$ cat config.mk
export PLATFORM = sky130hd
export DESIGN_NAME = ram_arbiter_2
export DESIGN_NICKNAME = d
export VERILOG_FILES = /design/src/rtl/ram_arbiter_2.sv
export SDC_FILE = /design/constraint.sdc
export NUM_CORES = 1
export LEC_CHECK = 0
export ABC_AREA = 1
export CORE_UTILIZATION = 31
export DETAILED_ROUTE_END_ITERATION = 6
export GPL_TIMING_DRIVEN = 0
export PLACE_DENSITY_LB_ADDON = 0.3
export SKIP_LAST_GASP = 1
export SLEW_MARGIN = 10
export SYNTH_ARGS = -nofsm -noshare
export SYNTH_HDL_FRONTEND = slang
export SYNTH_SLANG_ARGS = --single-unit
export TNS_END_PERCENT = 50
$ cat constraint.sdc
create_clock -name clk -period 1.3 [get_ports clk]
set_clock_uncertainty 0.05 [all_clocks]
set_input_delay 0.26 -clock clk [delete_from_list [all_inputs] [get_ports clk]]
set_output_delay 0.26 -clock clk [all_outputs]
set_load 0.05 [all_outputs]
$ cat src/rtl/ram_arbiter_2.sv
// Two-requester round-robin front end for a single-port synchronous RAM.
// One RAM access per cycle. Read data returns to whichever requester issued the read.
// An optional post-reset sweep writes INIT_VALUE to every entry before any grant is issued.
module ram_arbiter_2 #(
    parameter int                SIZE           = 8,
    parameter int                DEPTH          = 16,
    parameter bit                CLEAR_ON_RESET = 1'b1,
    parameter logic [SIZE-1:0]   INIT_VALUE     = '0,
    localparam int               AW             = $clog2(DEPTH)
) (
    input  logic            clk,
    input  logic            rst,

    input  logic            r0_req,
    input  logic            r0_we,
    input  logic [AW-1:0]   r0_addr,
    input  logic [SIZE-1:0] r0_wdata,
    output logic            r0_gnt,
    output logic            r0_rvalid,
    output logic [SIZE-1:0] r0_rdata,

    input  logic            r1_req,
    input  logic            r1_we,
    input  logic [AW-1:0]   r1_addr,
    input  logic [SIZE-1:0] r1_wdata,
    output logic            r1_gnt,
    output logic            r1_rvalid,
    output logic [SIZE-1:0] r1_rdata,

    output logic            busy,

    output logic [AW-1:0]   ram_address,
    output logic [SIZE-1:0] ram_write_data,
    output logic            ram_write_en,
    input  logic [SIZE-1:0] ram_read_data
);

    typedef enum logic {ST_CLEAR, ST_RUN} state_t;

    localparam state_t        RESET_STATE = CLEAR_ON_RESET ? ST_CLEAR : ST_RUN;
    localparam logic [AW-1:0] LAST_ADDR   = AW'(DEPTH - 1);

    state_t          state_q, state_d;
    logic [AW-1:0]   cnt_q, cnt_d;
    logic [AW-1:0]   addr_q;
    logic            prio_q, prio_d;
    logic            rv0_q, rv0_d;
    logic            rv1_q, rv1_d;

    // State register: sweep first (if enabled), then normal arbitration.
    always_ff @(posedge clk) begin
        if (rst) begin
            state_q <= RESET_STATE;
        end else begin
            state_q <= state_d;
        end
    end

    // Next state: leave the sweep once the last entry has been written.
    always_comb begin
        state_d = state_q;
        if (state_q == ST_CLEAR && cnt_q == LAST_ADDR) begin
            state_d = ST_RUN;
        end
    end

    // Outputs: sweep writes, or round-robin grant with the winner driving the RAM port.
    always_comb begin
        busy           = 1'b0;
        r0_gnt         = 1'b0;
        r1_gnt         = 1'b0;
        ram_address    = addr_q;
        ram_write_data = '0;
        ram_write_en   = 1'b0;
        case (state_q)
            ST_CLEAR: begin
                busy           = 1'b1;
                ram_write_en   = 1'b1;
                ram_address    = cnt_q;
                ram_write_data = INIT_VALUE;
            end
            ST_RUN: begin
                // prio_q names the requester that wins when both ask.
                r0_gnt = r0_req & (~r1_req | ~prio_q);
                r1_gnt = r1_req & (~r0_req |  prio_q);
                if (r0_gnt) begin
                    ram_address    = r0_addr;
                    ram_write_data = r0_wdata;
                    ram_write_en   = r0_we;
                end else if (r1_gnt) begin
                    ram_address    = r1_addr;
                    ram_write_data = r1_wdata;
                    ram_write_en   = r1_we;
                end
            end
            default: ;
        endcase
    end

    // Next values for sweep counter, priority pointer and read-return flags.
    always_comb begin
        cnt_d  = cnt_q;
        prio_d = prio_q;
        if (state_q == ST_CLEAR) begin
            cnt_d = cnt_q + 1'b1;
        end
        // The requester that just lost (or did not ask) gets priority next time.
        if (r0_gnt) begin
            prio_d = 1'b1;
        end else if (r1_gnt) begin
            prio_d = 1'b0;
        end
        rv0_d = r0_gnt & ~r0_we;
        rv1_d = r1_gnt & ~r1_we;
    end

    // Control registers; the held address keeps the RAM port stable on idle cycles.
    always_ff @(posedge clk) begin
        if (rst) begin
            cnt_q  <= '0;
            addr_q <= '0;
            prio_q <= 1'b0;
            rv0_q  <= 1'b0;
            rv1_q  <= 1'b0;
        end else begin
            cnt_q  <= cnt_d;
            addr_q <= ram_address;
            prio_q <= prio_d;
            rv0_q  <= rv0_d;
            rv1_q  <= rv1_d;
        end
    end

    assign r0_rvalid = rv0_q;
    assign r1_rvalid = rv1_q;
    assign r0_rdata  = ram_read_data;
    assign r1_rdata  = ram_read_data;

endmodule

# Word-level counts from Yosys, hierarchy flattened
# Index checks and enable logic that the tools add are counted.
# classes
n_addsub,1
mul,0
n_div,0
order_cmp,0
n_eq_ne,1
n_shift,0
n_mux,14
bitwise_logic,12
n_reduce_logical,2
# op_table
op,n
two-way mux 8 bit,2
one-hot mux 8 bit (2 select lines),1
two-way mux 4 bit,2
one-hot mux 4 bit (2 select lines),1
two-way mux 1 bit,7
inverter 1 bit,6
adder 4 x 1 -> 4 bit (second input constant),1
bitwise AND 1 bit,4
equality test 4 bit (second input constant),1
OR 1 bit,2
one-hot mux 1 bit (2 select lines),1
nonzero test 2 bit,1
logical AND 1 bit,1
# totals
reg_bits,12
latchBits,0
mem_bits_rw,0
romBits,0
input_bits,38
out_inout_bits,34
wordCells,36
n_memories,0

# Logic depth before layout (Yosys ltp)
# logic_depth
ltp_word,6
mapped_depth,8
mapped_depth_nobuf,8

# Least setup slack after synthesis
# Ideal clock, no wire load.
# synth_path
path_type,register -> output
startpoint,reg prio_q
endpoint,out ram_write_data[0]
t_arrival_ps,1354
required_ps,990
path_slack_ps,-364
stages_incl_launch_ff,9
path_buffers,0
path_cell_list,dfxtp_1 -> inv_1 -> nand2_2 -> nand2_2 -> inv_2 -> nand2_2 -> inv_2 -> nand2_1 -> nand2_1
# synth_via
elab_chain_len,5
word_cells_on_any_way,8
classes_between,mux: 3; bitwise: 5
# synth_lines
element,line_no,source
from (decl),46,"logic prio_q, prio_d;"
from (signal assigned),128,prio_q <= prio_d;
OR 1 bit or inverter 1 bit (tied branches),"85, 84",
bitwise AND 1 bit or OR 1 bit (tied branches),"85, 84",
two-way mux 8 bit or bitwise AND 1 bit (tied branches),"90, 84",
two-way mux 8 bit *,86,if (r0_gnt) begin
one-hot mux 8 bit (2 select lines) *,75,case (state_q)
to (decl),33,"output logic [SIZE-1:0] ram_write_data,"
# Every way passes the cells marked *; elsewhere a longest branch is shown, timed or not.

# Worst setup path in the final report
# layout_path
startpoint,reg state_q
endpoint,out ram_address[0]
# layout_via
elab_chain_len,2
# layout_lines
element,line_no,source
from (decl),43,"state_t state_q, state_d;"
from (signal assigned),55,state_q <= state_d;
inverter 1 bit,n/a,
one-hot mux 4 bit (2 select lines) *,75,
to (decl),32,"output logic [AW-1:0] ram_address,"
# Marked as above.

==> results.sh <==
export IMPL_die_height_um=54.1
export IMPL_track_usage_pct=21.0
export IMPL_outcome="complete, but fails checks"
export IMPL_vias=1153
export IMPL_layout_cells_non_filler=249
export IMPL_hold_ws_ns=0.457
export IMPL_r2r_setup_slack_ns=-0.02
export IMPL_fin_area_um2=2060
export IMPL_slew_violations=0
export IMPL_drt_iter0_markers=18
export IMPL_grt_max_degree=11
export IMPL_gp_congestion=0.778
export IMPL_netlist_instances=138
export IMPL_dp_cells=231
export IMPL_first_pass_iters=4
export IMPL_layout_drive_gt1_share_pct=47.9
export IMPL_grt_overflow_total=0
export IMPL_fin_ws_ns=-0.449
export IMPL_cts_buffer_depth=2
export IMPL_final_common_cell="clkdlybuf4s50_1"
export IMPL_antennaDiodeCount=0
export IMPL_drv_cap=0
export IMPL_holdCritPathClass="reg -> reg"
export IMPL_drt_antenna_violating_nets=0
export IMPL_synth_avg_cell_area_um2=6.10
export IMPL_start_kind="flip-flop"
export IMPL_powerDensity_nw_per_um2=552
export IMPL_min_period_ns=1.75
export IMPL_cts_sinks=12
export IMPL_multi_input_area_um2=652
export IMPL_wire_per_inst_um=12.3
export IMPL_setup_viol=30
export IMPL_p_leak_nw=0.995
export IMPL_placed_area_um2=1720
export IMPL_fill_cells=160
export IMPL_synth_area_um2=842
export IMPL_initial_core_util_pct=33.4
export IMPL_htreeDepth=1
export IMPL_die_width_um=54.1
export IMPL_layout_common_cells="41 x clkdlybuf4s50_1, 27 x buf_4, 19 x nand2_1, 18 x nand2_4, 14 x buf_8"
export IMPL_crit_required_ns=0.99
export IMPL_synth_distinct_cells=19
export IMPL_r2r_start="prio_q"
export IMPL_seq_area_um2=248
export IMPL_hold_viol_final=0
export IMPL_viasPerCell=4.63
export IMPL_cts_buffers=3
export IMPL_finish_utilization_pct=81.6
export IMPL_yosysSeqAreaShare_pct=28.5
export IMPL_final_period_utilization_pct=135
export IMPL_rsz0062_at_grt="true"
export IMPL_synth_nets=177
export IMPL_violations="setup timing"
export IMPL_cts_root_buffer="clkbuf_4"
export IMPL_relSlewSlack_pct=66.7
export IMPL_finish_net_count=259
export IMPL_hold_depth=2
export IMPL_area_delta_synth_final_pct=145
export IMPL_clk_pin_slew_worst_paths_ns=0.08
export IMPL_yosys_warnings=0
export IMPL_min_from="cnt_q[0]"
export IMPL_route_detailed_drc=0
export IMPL_critPathMaxFanout=5
export IMPL_yosys_register_bits=12
export IMPL_peakVddDrop_mv=0.522
export IMPL_holdPathEnd="cnt_q[0]"
export IMPL_fin_tns_setup_ns=-7.50
export IMPL_clock_latency_ns=0.28
export IMPL_ff2ff_path_depth=9
export IMPL_routed_wl_um=3070
export IMPL_io_buffer_count=63
export IMPL_worstSetupPathType="reg -> out"
export IMPL_io_pins=72
export IMPL_core_um2=2520
export IMPL_cts_tree="yes"
export IMPL_worst_slew_pin_slew_ns=0.498
export IMPL_r2r_end="addr_q[0]"
export IMPL_max_freq_mhz=572
export IMPL_cp_arrival_ns=1.44
export IMPL_grt_pass1_wl_um=4370
export IMPL_grt_antenna_before_repair=0
export IMPL_num_rows=18
export IMPL_die_area_um2=2930
export IMPL_dp_hpwl_um=2070
export IMPL_grt_pass1_vias=1101
export IMPL_end_kind="output port"
worst max path at each step:
stage | startpoint | to | slack [ns] | cells past startpoint
2_1_floorplan | state_q | ram_address[0] | -0.06 | 6
3_3_place_gp | r0_req | ram_write_data[2] | -1.32 | 9
3_5_place_dp | r0_req | ram_write_data[1] | -1.37 | 9
4_1_cts | state_q | ram_address[0] | -0.40 | 7
5_1_grt | state_q | ram_address[0] | -0.51 | 7
6_report | state_q | ram_address[0] | -0.45 | 7
stage by stage:
stage | worst slack [ns] | power (mW)
final | -0.449 | 1.14
after global routing | -0.510 | 1.18
after CTS | -0.401 | 1.13
after detailed placement | -1.37 | 0.798
after global placement | -1.32 | 0.790
after floorplan | -0.0650 | 0.620
final cells by class:
type | instances | area share [%]
Clock buffer | 4 | 1.76
Sequential cell | 12 | 12.0
Buffer | 18 | 6.74
Timing Repair Buffer | 76 | 40.0
Timing Repair inverter | 1 | 0.547
Tap cell | 30 | 1.82
Inverter | 21 | 5.47
Multi-Input combinational cell | 87 | 31.7
layer usage:
layer	GRT usage (%)	wire [µm]	vias to the layer above
li1	-	-	571
met1	20.1	1120	524
met2	41.1	1730	53
met3	5.08	181	5
met4	9.83	40	0
met5	0	0	-
report_power, final:
group | switching (mW) | internal, mW
sequential | 0.00915 | 0.376
clock | 0.139 | 0.171
combinational | 0.233 | 0.209
total | 0.381 | 0.756
critical path: stages (launching register included):
cell and delay (ns):
dfxtp_4 0.36, buf_8 0.13, or2_4 0.23, nand2_1 0.06, inv_1 0.05, nand2_2 0.09
clkinvlp_4 0.10, buf_8 0.15
state kept, by name (all words and copies together), names as in the netlist:
name,count
r0_rvalid,1
state_q,1
addr_q,4
cnt_q,4
prio_q,1
r1_rvalid,1
Yosys cell counts:
cell type / instances / area, µm²
nand3_1: 7 / 35.0
buf_2: 1 / 5.00
a21oi_2: 1 / 8.76
ha_1: 1 / 12.5
nand2_1: 49 / 184
or2_1: 1 / 6.26
clkinv_2: 1 / 5.00
clkbuf_1: 1 / 3.75
nand4_1: 4 / 25.0
buf_4: 16 / 120
or2_2: 1 / 6.26
o21ai_0: 2 / 10.0
a21oi_1: 8 / 40.0
dfxtp_1: 12 / 240
nand2_2: 5 / 31.3
nor2_1: 5 / 18.8
nor3_1: 3 / 15.0
inv_2: 3 / 11.3
inv_1: 17 / 63.8
kinds of logic (layout without fill, tap and decap cells):
family / after synthesis / in the layout / synth area share (%)
AND/OR/NAND/NOR: 75 / 75 / 38.2
adder cells (fa/ha/maj): 1 / 1 / 1.49
buffers and inverters: 39 / 120 / 24.8
AO/OA/AOI/OAI: 11 / 11 / 6.98
flip-flops: 12 / 12 / 28.5
what timing repair did:
item / in CTS / in global routing
setup endpoints to repair: 40 / 31
cloned: 2 / 0
buffers inserted: 8 / 4
hold endpoints to repair: 0 / 0
gates resized for setup: 152 / 15
hold buffers: 0 / 0
pin swaps: 6 / 8
Note: power is estimated with default switching activity, not from simulation.
